==> config.mk <==
export PLATFORM = sky130hd
export DESIGN_NAME = rom_fetch_arbiter
export DESIGN_NICKNAME = d
export VERILOG_FILES = /design/src/rtl/rom_fetch_arbiter.sv
export SDC_FILE = /design/constraint.sdc
export NUM_CORES = 1
export LEC_CHECK = 0
export ABC_CLOCK_PERIOD_IN_PS = 1250
export BUFFER_PORTS_ARGS = -buffer_cell sky130_fd_sc_hd__buf_4
export CORE_ASPECT_RATIO = 0.9
export CORE_MARGIN = 8
export CORE_UTILIZATION = 40
export DETAILED_ROUTE_END_ITERATION = 10
export PLACE_DENSITY = 0.77
export REMOVE_ABC_BUFFERS = 1
export SYNTH_ARGS = -nofsm -noshare
export SYNTH_HDL_FRONTEND = slang
export SYNTH_SLANG_ARGS = --single-unit
==> constraint.sdc <==
create_clock -name CLK -period 1.25 [get_ports CLK]
set_input_delay 0 -clock CLK [delete_from_list [all_inputs] [get_ports CLK]]
set_output_delay 0 -clock CLK [all_outputs]
set_load 0.1 [all_outputs]
==> src/rtl/rom_fetch_arbiter.sv <==
// rom_fetch_arbiter
// Shares one asynchronous instruction ROM between the core's fetch port and a
// debug/loader port. The winning request's address is registered and driven to
// the ROM for one cycle. The ROM output is captured into a per-port data register
// at the next edge. This gives one read per cycle and a fixed two-cycle latency.
// Fetch has priority. Debug gets a forced turn after MAX_WAIT fetch grants made
// while debug was waiting.

module rom_fetch_arbiter #(
    parameter int TAM_POSICIONES = 1024,
    parameter int TAM_PALABRA    = 32,
    parameter int MAX_WAIT       = 4,
    localparam int AW            = $clog2(TAM_POSICIONES)
) (
    input  logic                   CLK,
    input  logic                   RESET,
    input  logic                   F_REQ,
    input  logic [AW-1:0]          F_ADDR,
    output logic                   F_GNT,
    output logic                   F_VALID,
    output logic [TAM_PALABRA-1:0] F_DATA,
    input  logic                   D_REQ,
    input  logic [AW-1:0]          D_ADDR,
    output logic                   D_GNT,
    output logic                   D_VALID,
    output logic [TAM_PALABRA-1:0] D_DATA,
    output logic                   ROM_READ_EN,
    output logic [AW-1:0]          ROM_ADDR,
    input  logic [TAM_PALABRA-1:0] ROM_DATA,
    output logic                   ADDR_ERR,
    output logic                   BUSY
);

    // The address limit is one bit wider than AW, so that a power-of-2 depth can be represented.
    localparam logic [AW:0] ADDR_LIMIT = (AW+1)'(TAM_POSICIONES);
    localparam logic [3:0]  WAIT_MAX   = 4'(MAX_WAIT);

    typedef enum logic [1:0] {
        ST_IDLE   = 2'd0,
        ST_READ_F = 2'd1,
        ST_READ_D = 2'd2
    } state_t;

    state_t                 r_state;
    logic [AW-1:0]          r_addr_q;
    logic                   r_err_q;      // the latched address is out of range
    logic [3:0]             r_wait_cnt;
    logic                   r_f_gnt;
    logic                   r_d_gnt;
    logic                   r_f_valid;
    logic                   r_d_valid;
    logic [TAM_PALABRA-1:0] r_f_data;
    logic [TAM_PALABRA-1:0] r_d_data;
    logic                   r_rom_en;
    logic                   r_addr_err;
    logic                   r_busy;

    logic                   w_d_win;
    logic                   w_f_win;
    logic [AW-1:0]          w_win_addr;
    logic                   w_win_err;

    // Arbitration. Debug wins when fetch is idle, or when debug has waited through MAX_WAIT fetch grants.
    always_comb begin
        w_d_win    = D_REQ && (!F_REQ || (r_wait_cnt == WAIT_MAX));
        w_f_win    = F_REQ && !w_d_win;
        w_win_addr = w_d_win ? D_ADDR : F_ADDR;
        w_win_err  = ({1'b0, w_win_addr} >= ADDR_LIMIT);
    end

    // Sequencer. At each edge it captures the read that is closing and accepts the next winner.
    always_ff @(posedge CLK) begin
        if (RESET) begin
            r_state    <= ST_IDLE;
            r_addr_q   <= '0;
            r_err_q    <= 1'b0;
            r_wait_cnt <= '0;
            r_f_gnt    <= 1'b0;
            r_d_gnt    <= 1'b0;
            r_f_valid  <= 1'b0;
            r_d_valid  <= 1'b0;
            r_f_data   <= '0;
            r_d_data   <= '0;
            r_rom_en   <= 1'b0;
            r_addr_err <= 1'b0;
            r_busy     <= 1'b0;
        end else begin
            r_f_gnt    <= 1'b0;
            r_d_gnt    <= 1'b0;
            r_f_valid  <= 1'b0;
            r_d_valid  <= 1'b0;
            r_addr_err <= 1'b0;

            // Close the read that is in flight. An out-of-range read returns zero.
            case (r_state)
                ST_READ_F: begin
                    r_f_data   <= r_err_q ? '0 : ROM_DATA;
                    r_f_valid  <= 1'b1;
                    r_addr_err <= r_err_q;
                end
                ST_READ_D: begin
                    r_d_data   <= r_err_q ? '0 : ROM_DATA;
                    r_d_valid  <= 1'b1;
                    r_addr_err <= r_err_q;
                end
                default: ;
            endcase

            // Accept the next request. ROM_READ_EN is suppressed for out-of-range addresses.
            if (w_d_win) begin
                r_state    <= ST_READ_D;
                r_addr_q   <= D_ADDR;
                r_err_q    <= w_win_err;
                r_d_gnt    <= 1'b1;
                r_busy     <= 1'b1;
                r_rom_en   <= !w_win_err;
                r_wait_cnt <= '0;
            end else if (w_f_win) begin
                r_state    <= ST_READ_F;
                r_addr_q   <= F_ADDR;
                r_err_q    <= w_win_err;
                r_f_gnt    <= 1'b1;
                r_busy     <= 1'b1;
                r_rom_en   <= !w_win_err;
                if (!D_REQ) begin
                    r_wait_cnt <= '0;
                end else if (r_wait_cnt != WAIT_MAX) begin
                    r_wait_cnt <= r_wait_cnt + 4'd1;
                end
            end else begin
                r_state    <= ST_IDLE;
                r_err_q    <= 1'b0;
                r_busy     <= 1'b0;
                r_rom_en   <= 1'b0;
                r_wait_cnt <= '0;
            end
        end
    end

    assign F_GNT       = r_f_gnt;
    assign D_GNT       = r_d_gnt;
    assign F_VALID     = r_f_valid;
    assign D_VALID     = r_d_valid;
    assign F_DATA      = r_f_data;
    assign D_DATA      = r_d_data;
    assign ROM_READ_EN = r_rom_en;
    assign ROM_ADDR    = r_addr_q;
    assign ADDR_ERR    = r_addr_err;
    assign BUSY        = r_busy;

endmodule

Yosys cells after proc, flatten, opt, wreduce, memory -nomap -nowiden:

Cells that the tools add are included.

* $add $sub $neg: 1
* equal/unequal tests: 4
* reduce and logical (&&, ||, !) cells: 8
* muxes and demuxes: 9
* bitwise logic cells: 2

Operator list (count)
* 10-bit two-way mux: 2
* 1-bit two-way mux: 6
* 4-bit by 1-bit adder with 4-bit output (second input constant): 1
* 4-bit by 3-bit equality test with 1-bit output (second input constant): 1
* 4-bit by 3-bit inequality test with 1-bit output (second input constant): 1
* 4-bit OR reduction: 1
* 2-bit by 1-bit equality test with 1-bit output (second input constant): 1
* 2-bit equality test (second input constant): 1
* 1-bit logical AND: 2
* 1-bit logical NOT: 2
* 2-bit two-way mux: 1
* 1-bit NOT: 2
* 2-bit nonzero test: 1
* 2-bit OR reduction: 1
* 1-bit logical OR: 1

* bits of input ports: 56
* output and inout bits: 81
* register bits: 85
* word-level logic and storage cells: 35

Longest topological paths before layout:

Gate-level depths: netlist of the first run.

* word-level depth: 7
* gate-level depth with buffers: 6

Worst setup path before layout of the first run:

OpenSTA, ideal clock, no wires.

* path type: reg2reg
* start: register r_state[1]
* end: register r_f_data[21], in the netlist F_DATA[21]
* period minus slack after synthesis: 1.739 ns
* cell stages (with the launch flop): 6
* path slack: -0.489 ns
* arrival: 1.667 ns
* path through: dfxtp_1 nand2b_1 buf_2 buf_4 nand2_1 a21oi_1

* word-level cells in the longest chain between the ends: 1

Ends and longest elaborated chain
* from (decl): line 44 `state_t r_state;`
* from (signal assigned): line 74 `r_state <= ST_IDLE;`
* from (signal assigned): line 111 `r_state <= ST_READ_D;`
* from (signal assigned): line 119 `r_state <= ST_READ_F;`
* 2-bit by 1-bit equality test with 1-bit output: line 95 `case (r_state)`
* to (signal assigned): line 97 `r_f_data <= r_err_q ? '0 : ROM_DATA;`
* to (decl): line 52 `logic [TAM_PALABRA-1:0] r_f_data;`

No other way between the ends.
A chain may end at the register's enable or synchronous reset.

Final worst setup path of the first run:

* start: register r_wait_cnt[0]
* end: register r_addr_q[8], in the netlist ROM_ADDR[8]

* word-level cells in the longest chain between the ends: 6
* elaborated cells between the ends (all ways): 7

Ends and longest elaborated chain
* from (decl): line 47 `logic [3:0] r_wait_cnt;`
* from (signal assigned): line 128 `r_wait_cnt <= r_wait_cnt + 4'd1;`
* 4-bit by 3-bit equality test with 1-bit output (*): line 65 `w_d_win = D_REQ && (!F_REQ || (r_wait_cnt == WAIT_MAX));`
* 1-bit logical OR (*): line 65
* 1-bit logical AND (*): line 65
* 1-bit logical NOT: line 66 `w_f_win = F_REQ && !w_d_win;`
* 1-bit logical AND: line 66
* 2-bit nonzero test (no source line)
* to (signal assigned): line 75 `r_addr_q <= '0;`
* to (signal assigned): line 112 `r_addr_q <= D_ADDR;`
* to (signal assigned): line 120 `r_addr_q <= F_ADDR;`
* to (decl): line 45 `logic [AW-1:0] r_addr_q;`

Every way passes the cells marked *; elsewhere a longest branch is shown, timed or not.

==> results of run 1 <==
[critical path, delay by kind of cell (launching register included)]
family                   cells  cell delay, ps
buffers and inverters        3             370
AO/OA/AOI/OAI                1              80
flip-flops                   1             340
AND/OR/NAND/NOR              2             170
adder cells (fa/ha/maj)      1             140
[Yosys cell counts, types with 5 or more instances]
cell        n  area, µm²
nand2_1   139        522
dfxtp_1    83       1660
a21oi_1    65        325
buf_4      15        113
buf_2      13       65.1
mux2i_1    11        110
nand3_1    11       55.1
nand3b_1   11       82.6
o21a_1     10       75.1
nor2_1      8       30.0
o221ai_2    7        105
clkbuf_1    6       22.5
nor2b_1     5       31.3
[state kept, by name, summed over array words and instances (netlist names)]
name and flops:
BUSY 1, D_DATA 32, D_VALID 1, F_DATA 32, F_GNT 1, F_VALID 1, ROM_ADDR 10, r_state 1
r_wait_cnt 4
[metrics by stage]
step,hold WS [ps],std cells,setup slack (ps)
after floorplan,69.1,367,-1210
after global placement,233,615,45.9
after detailed placement,245,615,-17.8
after CTS,7.37,689,0.872
after global routing,33.4,690,-21.6
final,52.7,690,21.1
[power groups by stage]
stage	Clock, mW	Sequential, mW	Combinational [mW]
finish	2.02	2.83	1.78
global route	2.19	2.84	1.86
CTS	2.09	2.83	1.76
detailed placement	0	2.89	1.61
global placement	0	2.89	1.59
floorplan	0	3.72	0.261
[routing by layer]
metal	vias up	part of all wire, %
li1	1696	-
met1	1629	42
met2	147	48
met3	7	8.9
met4	0	0.56
met5	-	0
[area by class of cell]
class | count | area share (%)
timing repair buffer | 208 | 33.2
tap | 99 | 2.33
sequential | 83 | 31.3
clock buffer | 10 | 2.59
multi-input combinational | 281 | 29.0
clock inverter | 6 | 1.37
inverter | 3 | 0.212
[repair_timing]
action,CTS,global route
hold buffers,52,0
gates cloned,2,0
hold endpoints to repair,74,0
resized for setup,11,13
pin swaps,5,7
buffers inserted,4,1
endpoints found under the setup margin,5,12
[cell families after synthesis]
family / synth area share (%)
adder cells (fa/ha/maj): 0.747
other: 0.112
buffers and inverters: 7.24
multiplexers: 3.29
AO/OA/AOI/OAI: 16.3
flip-flops: 49.6
AND/OR/NAND/NOR: 22.7
[worst min path at each step]
stage                        to  cells after the start
finish                    F_GNT                      3
global route              F_GNT                      3
CTS                       F_GNT                      3
detailed placement  ROM_ADDR[7]                      3
global placement    ROM_ADDR[7]                      3
floorplan             D_DATA[0]                      1
==> impl_metrics.env, run 1 <==
export IMPL_outcome="finished, final reports clean"
export IMPL_vias=3479
export IMPL_rr_worst_depth=7
export IMPL_critPathLaunch="r_wait_cnt[0]"
export IMPL_drtIter0Drc=205
export IMPL_min_period_ps=1230
export IMPL_multiInputGateArea_um2=1540
export IMPL_antenna_left=0
export IMPL_coreArea_um2=8110
export IMPL_busiest_layer="met2"
export IMPL_r2r_end="ROM_ADDR[8]"
export IMPL_die_h_um=103
export IMPL_ys_flop_type="dfxtp_1"
export IMPL_max_freq_ghz=0.814
export IMPL_ys_types=24
export IMPL_post_route_util_pct=65.6
export IMPL_cp_start_kind="flop"
export IMPL_placed_area_um2=4390
export IMPL_via_per_inst=5.04
export IMPL_path_clk_slew_ps=80
export IMPL_synth_edff_count=0
export IMPL_ys_seq_area_share_pct=49.6
export IMPL_layout_commonest_cell="buf_4"
export IMPL_p_switching_mw=2.34
export IMPL_total_power_mw=6.63
export IMPL_syn_area_per_cell_um2=8.31
export IMPL_cts_tree="yes"
export IMPL_worst_path_max_fanout=6
export IMPL_num_antenna_cells=0
export IMPL_dp_hpwl_mm=7.10
export IMPL_vdd_ir_drop_max_mv=0.800
export IMPL_syn_area_um2=3350
export IMPL_worstSetupEndpoint="ROM_ADDR[8]"
export IMPL_grt_pass1_wl_mm=17.0
export IMPL_clk_latency_ps=340
export IMPL_combinationalPowerShare_pct=26.8
export IMPL_r2r_setup_slack_ps=20
export IMPL_grt_met2_usage_pct=31.9
export IMPL_worstReg2RegStart="r_wait_cnt[0]"
export IMPL_hp_class="input pin to flop"
export IMPL_grt_pass1_vias=3412
export IMPL_gp_congestion=0.721
export IMPL_grt_start_max_net_pins=45
export IMPL_num_rows=31
export IMPL_synthCells=403
export IMPL_wl_per_cell_um=15.6
export IMPL_power_density_nw_per_um2=1250
export IMPL_grt_met1_usage_pct=20.5
export IMPL_critPathKind="flop to flop"
export IMPL_drc=0
export IMPL_finalMaxSlewViolations=0
export IMPL_area_delta_synth_final_pct=58.6
export IMPL_sw_frac_of_total_pct=35.3
export IMPL_clkPwrFrac_pct=30.4
export IMPL_critPathMaxStageDelay_ps=340
export IMPL_h_tree_depth=3
export IMPL_p_leak_nw=2.25
export IMPL_clockBufferDepth=2
export IMPL_hold_viol=0
export IMPL_final_cell_area_um2=5320
export IMPL_firstDrtPassIters=4
export IMPL_die_x_um=112
export IMPL_routed_wl_mm=10.7
export IMPL_synth_seq_cells=83
export IMPL_clockRootBuffer="clkbuf_8"
export IMPL_async_reset_ff_share_pct=0
export IMPL_grt_setup_unrepaired="true"
export IMPL_tns_ps=0
export IMPL_power_frac_seq_pct=42.7
export IMPL_hold_start="RESET"
export IMPL_drive_above_1_share_pct=33.5
export IMPL_power_internal_mw=4.29
export IMPL_numCtsBuffers=9
export IMPL_fin_nets=644
export IMPL_seq_area_um2=1660
export IMPL_finalCritPeriodShare_pct=98.3
export IMPL_end_kind="flop"
export IMPL_cts_sinks=83
export IMPL_track_usage_pct=18.3
export IMPL_required_ps=1460
export IMPL_final_cell_mix="buf_4 (150), nand2_1 (139), dfxtp_1 (81)"
export IMPL_setup_viol=0
export IMPL_n_fill_cell=624
export IMPL_skew_ps=8.03
export IMPL_yosys_warnings=0
export IMPL_met3_usage_pct=7.67
export IMPL_critPathArrivalTime_ps=1440
export IMPL_io_pins=137
export IMPL_start_util_pct=41.3
export IMPL_antenna_found_initial=0
export IMPL_grt_ovfl_total=0
export IMPL_crit_path_top_delay_cell="dfxtp_2"
export IMPL_crit_chain="inv_2 > ha_4 > nand3b_1 > buf_6 > buf_12 > nand3_1 > o221ai_2"
export IMPL_maxCapViolations=0
export IMPL_io_buffers=135
export IMPL_dieArea_um2=11600
Power figures use the tool's default switching activity.
==> run 2: changes to the inputs <==
--- a/config.mk
+++ b/config.mk
@@ -5,13 +5,13 @@
 export SDC_FILE = /design/constraint.sdc
 export NUM_CORES = 1
 export LEC_CHECK = 0
-export ABC_CLOCK_PERIOD_IN_PS = 1250
+export ABC_CLOCK_PERIOD_IN_PS = 1280
 export BUFFER_PORTS_ARGS = -buffer_cell sky130_fd_sc_hd__buf_4
-export CORE_ASPECT_RATIO = 0.9
+export CORE_ASPECT_RATIO = 0.8
 export CORE_MARGIN = 8
 export CORE_UTILIZATION = 40
 export DETAILED_ROUTE_END_ITERATION = 10
-export PLACE_DENSITY = 0.77
+export PLACE_DENSITY = 0.74
 export REMOVE_ABC_BUFFERS = 1
 export SYNTH_ARGS = -nofsm -noshare
 export SYNTH_HDL_FRONTEND = slang
==> constraint.sdc (replaced) <==
create_clock -name CLK -period 1.28 [get_ports CLK]
set_input_delay 0 -clock CLK [delete_from_list [all_inputs] [get_ports CLK]]
set_output_delay 0 -clock CLK [all_outputs]
set_load 0.1 [all_outputs]
==> impl_metrics.env, run 2 (synthesis gave the netlist of run 1 again) <==
export IMPL_hp_class="input pin to flop"
export IMPL_final_cell_area_um2=5210
export IMPL_total_power_mw=6.59
export IMPL_clockRootBuffer="clkbuf_8"
export IMPL_dieArea_um2=11600
export IMPL_final_cell_mix="buf_4 (145), nand2_1 (139), dfxtp_1 (82)"
export IMPL_io_buffers=135
export IMPL_max_freq_ghz=0.818
export IMPL_required_ps=1500
export IMPL_die_x_um=118
export IMPL_coreArea_um2=8300
export IMPL_finalMaxSlewViolations=0
export IMPL_r2r_end="ROM_ADDR[7]"
export IMPL_setup_viol=0
export IMPL_io_pins=137
export IMPL_track_usage_pct=17.8
export IMPL_vias=3367
export IMPL_drc=0
export IMPL_cts_tree="yes"
export IMPL_clk_latency_ps=350
export IMPL_numCtsBuffers=9
export IMPL_grt_start_max_net_pins=33
export IMPL_finalCritPeriodShare_pct=95.5
export IMPL_worstSetupEndpoint="ROM_ADDR[7]"
export IMPL_dp_hpwl_mm=6.97
export IMPL_p_leak_nw=2.20
export IMPL_grt_pass1_vias=3505
export IMPL_end_kind="flop"
export IMPL_antenna_left=0
export IMPL_start_util_pct=40.4
export IMPL_fin_nets=638
export IMPL_wl_per_cell_um=15.1
export IMPL_critPathLaunch="r_wait_cnt[1]"
export IMPL_maxCapViolations=0
export IMPL_grt_pass1_wl_mm=17.0
export IMPL_stdcell_count=698
export IMPL_critPathArrivalTime_ps=1440
export IMPL_antenna_found_initial=1
export IMPL_num_rows=30
export IMPL_critPathKind="flop to flop"
export IMPL_routed_wl_mm=10.5
export IMPL_dp_cells=629
export IMPL_clockBufferDepth=2
export IMPL_placed_area_um2=4450
export IMPL_layout_commonest_cell="buf_4"
export IMPL_skew_ps=10.6
export IMPL_min_period_ps=1220
export IMPL_path_clk_slew_ps=90
export IMPL_grt_ovfl_total=0
export IMPL_drtIter0Drc=249
export IMPL_cp_start_kind="flop"
export IMPL_gp_congestion=0.731
export IMPL_drive_above_1_share_pct=30.3
export IMPL_rr_worst_depth=6
export IMPL_worst_path_max_fanout=21
export IMPL_h_tree_depth=3
export IMPL_power_density_nw_per_um2=1270
export IMPL_hold_viol=0
export IMPL_vdd_ir_drop_max_mv=0.688
export IMPL_worst_hold_slack_ps=17.3
export IMPL_firstDrtPassIters=4
export IMPL_die_h_um=97.9
export IMPL_via_per_inst=4.82
export IMPL_outcome="finished, final reports clean"
export IMPL_r2r_setup_slack_ps=60
export IMPL_worstReg2RegStart="r_wait_cnt[1]"
export IMPL_cts_setup_buffers=0
export IMPL_cts_sinks=83
export IMPL_area_delta_synth_final_pct=55.4
run 2: final cells by class:
cell class,instances,area [µm²]
Fill cell,693,3090
Timing Repair Buffer,202,1710
Sequential cell,83,1660
Multi-Input combinational cell,281,1450
Clock buffer,11,141
Tap cell,112,140
Clock inverter,5,85.1
Inverter,3,11.3
Antenna cell,1,2.50
run 2: worst min-delay path by stage:
stage	depth (start not counted)	to	start
3_3_place_gp	3	ROM_ADDR[8]	F_ADDR[8]
3_5_place_dp	3	ROM_ADDR[8]	F_ADDR[8]
5_1_grt	2	F_DATA[31]	RESET
6_report	2	F_VALID	RESET
4_1_cts	2	F_VALID	RESET
2_1_floorplan	1	D_DATA[0]	RESET
run 2: per-layer routing:
layer,routed length [µm],global-route usage (%),vias to the layer above
met5,0,0,-
met4,241,6.68,0
li1,-,-,1678
met2,5240,30.7,123
met1,4240,20.0,1546
met3,797,5.94,20
run 2: timing repair:
action | 4_1_cts | 5_1_grt
hold endpoints to repair | 74 | 0
hold buffers | 52 | 0
gates resized for setup | 0 | 2
endpoints found under the setup margin | 0 | 2
run 2: critical path: stages (launching register included):
cell and delay, ps:
dfxtp_2 340, inv_1 70, ha_2 190, nand3b_1 120
buf_12 190, nand3_1 80, o221ai_1 110
run 2: where the power goes:
| part | total [mW] | switching, mW | leakage, nW | internal (mW) |
|---|---|---|---|---|
| clock network | 2.11 | 0.942 | 0.110 | 1.16 |
| logic | 1.72 | 1.20 | 1.42 | 0.516 |
| registers | 2.76 | 0.0686 | 0.678 | 2.69 |
| total | 6.59 | 2.21 | 2.20 | 4.37 |
run 2: metrics by stage:
step	utilization [%]	worst slack (ps)	setup TNS (ps)
5_1_grt	62.8	-25.6	-55.6
3_3_place_gp	53.7	134	0
2_1_floorplan	-	-1180	-80060
3_5_place_dp	53.7	83.0	0
4_1_cts	62.7	60.9	0
6_report	62.8	57.9	0
==> run 3: changes to the inputs <==
--- a/config.mk
+++ b/config.mk
@@ -5,14 +5,15 @@
 export SDC_FILE = /design/constraint.sdc
 export NUM_CORES = 1
 export LEC_CHECK = 0
-export ABC_CLOCK_PERIOD_IN_PS = 1280
+export ABC_CLOCK_PERIOD_IN_PS = 1100
 export BUFFER_PORTS_ARGS = -buffer_cell sky130_fd_sc_hd__buf_4
 export CORE_ASPECT_RATIO = 0.8
 export CORE_MARGIN = 8
 export CORE_UTILIZATION = 40
 export DETAILED_ROUTE_END_ITERATION = 10
-export PLACE_DENSITY = 0.74
+export PLACE_DENSITY = 0.77
 export REMOVE_ABC_BUFFERS = 1
+export SKIP_CTS_REPAIR_TIMING = 1
 export SYNTH_ARGS = -nofsm -noshare
 export SYNTH_HDL_FRONTEND = slang
 export SYNTH_SLANG_ARGS = --single-unit
==> constraint.sdc (replaced) <==
create_clock -name CLK -period 1.1 [get_ports CLK]
set_input_delay 0 -clock CLK [delete_from_list [all_inputs] [get_ports CLK]]
set_output_delay 0 -clock CLK [all_outputs]
set_load 0.1 [all_outputs]
==> impl_metrics.env, run 3 (synthesis gave the netlist of run 1 again) <==
export IMPL_dieArea_um2=11600
export IMPL_dp_cells=633
export IMPL_p_switching_mw=2.63
export IMPL_cts_sinks=83
export IMPL_num_antenna_cells=0
export IMPL_firstDrtPassIters=7
export IMPL_gp_congestion=0.756
export IMPL_setup_viol=12
export IMPL_vdd_ir_drop_max_mv=1.08
export IMPL_power_internal_mw=5.54
export IMPL_power_density_nw_per_um2=1450
export IMPL_layout_commonest_cell="buf_4"
export IMPL_path_clk_slew_ps=80
export IMPL_antenna_found_initial=0
export IMPL_critPathKind="flop to flop"
export IMPL_p_leak_nw=2.37
export IMPL_dp_hpwl_mm=6.86
export IMPL_violations="negative setup slack"
export IMPL_total_power_mw=8.17
export IMPL_clk_latency_ps=340
export IMPL_clkPwrFrac_pct=34.7
export IMPL_fin_nets=650
export IMPL_finalCritPeriodShare_pct=108
export IMPL_end_kind="flop"
export IMPL_via_per_inst=4.92
export IMPL_io_buffers=135
export IMPL_multiInputGateArea_um2=1630
export IMPL_pre_cts_slack_ps=-73.4
export IMPL_cts_tree="yes"
export IMPL_grt_start_max_net_pins=61
export IMPL_power_frac_seq_pct=39.3
export IMPL_maxCapViolations=0
export IMPL_max_freq_ghz=0.842
export IMPL_stdcell_count=708
export IMPL_area_delta_synth_final_pct=68.0
export IMPL_outcome="finished with violations"
export IMPL_h_tree_depth=3
export IMPL_worst_hold_slack_ps=1.21
export IMPL_grt_ovfl_total=0
export IMPL_hp_class="input pin to flop"
export IMPL_grt_pass1_vias=3195
export IMPL_drc=0
export IMPL_final_cell_area_um2=5630
export IMPL_drtIter0Drc=191
export IMPL_final_cell_mix="buf_4 (147), nand2_1 (135), dfxtp_1 (79)"
export IMPL_antenna_left=0
export IMPL_cp_start_kind="flop"
export IMPL_sw_frac_of_total_pct=32.2
export IMPL_required_ps=1310
export IMPL_combinationalPowerShare_pct=26.0
export IMPL_seq_area_um2=1670
export IMPL_coreArea_um2=8300
export IMPL_finalMaxSlewViolations=0
export IMPL_skew_ps=11.4
export IMPL_wl_per_cell_um=16.2
export IMPL_n_fill_cell=662
export IMPL_hold_viol=0
export IMPL_die_h_um=97.9
export IMPL_grt_setup_unrepaired="true"
export IMPL_worst_slack_ps=-87.6
export IMPL_grt_pass1_wl_mm=15.8
export IMPL_drive_above_1_share_pct=37.1
export IMPL_track_usage_pct=16.2
export IMPL_start_util_pct=40.4
export IMPL_clockRootBuffer="clkbuf_8"
export IMPL_num_rows=30
export IMPL_numCtsBuffers=9
export IMPL_io_pins=137
export IMPL_worst_path_max_fanout=6
export IMPL_placed_area_um2=4510
export IMPL_min_period_ps=1190
export IMPL_clockBufferDepth=2
export IMPL_vias=3484
export IMPL_die_x_um=118
export IMPL_critPathArrivalTime_ps=1400
export IMPL_routed_wl_mm=11.5
run 3: layout make-up:
class                      count  area share [%]
multi-input combinational    281            28.9
tap                          112            2.49
clock inverter                 6            2.45
clock buffer                   9            2.20
sequential                    83            29.7
inverter                       3           0.200
timing repair buffer         214            34.0
run 3: stage by stage:
step | TNS [ps] | util (%)
floorplan | -94280 | -
global placement | -64.3 | 54.3
detailed placement | -780 | 54.3
CTS | -1140 | 57.5
global route | -2020 | 67.8
finish | -753 | 67.8
run 3: power groups by stage:
stage               sequential, mW  combinational [mW]  clock (mW)
floorplan                     4.22               0.297           0
global placement              3.28                1.84           0
detailed placement            3.28                1.87           0
CTS                           3.21                1.87        2.89
global route                  3.23                2.21        3.03
finish                        3.21                2.12        2.84
run 3: metal layers:
layer  track usage (%)  wire length (µm)
met1              18.6              4590
met2              28.0              6090
met3              5.54               662
met4              4.81               151
met5                 0                 0
run 3: worst max-delay path, stage by stage (launching register included):
cell and delay (ps):
dfxtp_2 330, inv_2 60, ha_4 130, nand3b_1 90
buf_6 160, buf_12 140, nand3_2 60, o221ai_1 100
run 3: worst paths after layout:
check / cells past startpoint / from / to / slack, ps
min reg2reg: 2 / D_DATA[8] / D_DATA[8] / 460
min: 3 / D_ADDR[9] / ROM_ADDR[9] / 1
max: 7 / r_wait_cnt[1] / ROM_ADDR[8] / -90
max reg2reg: 7 / r_wait_cnt[1] / ROM_ADDR[8] / -90
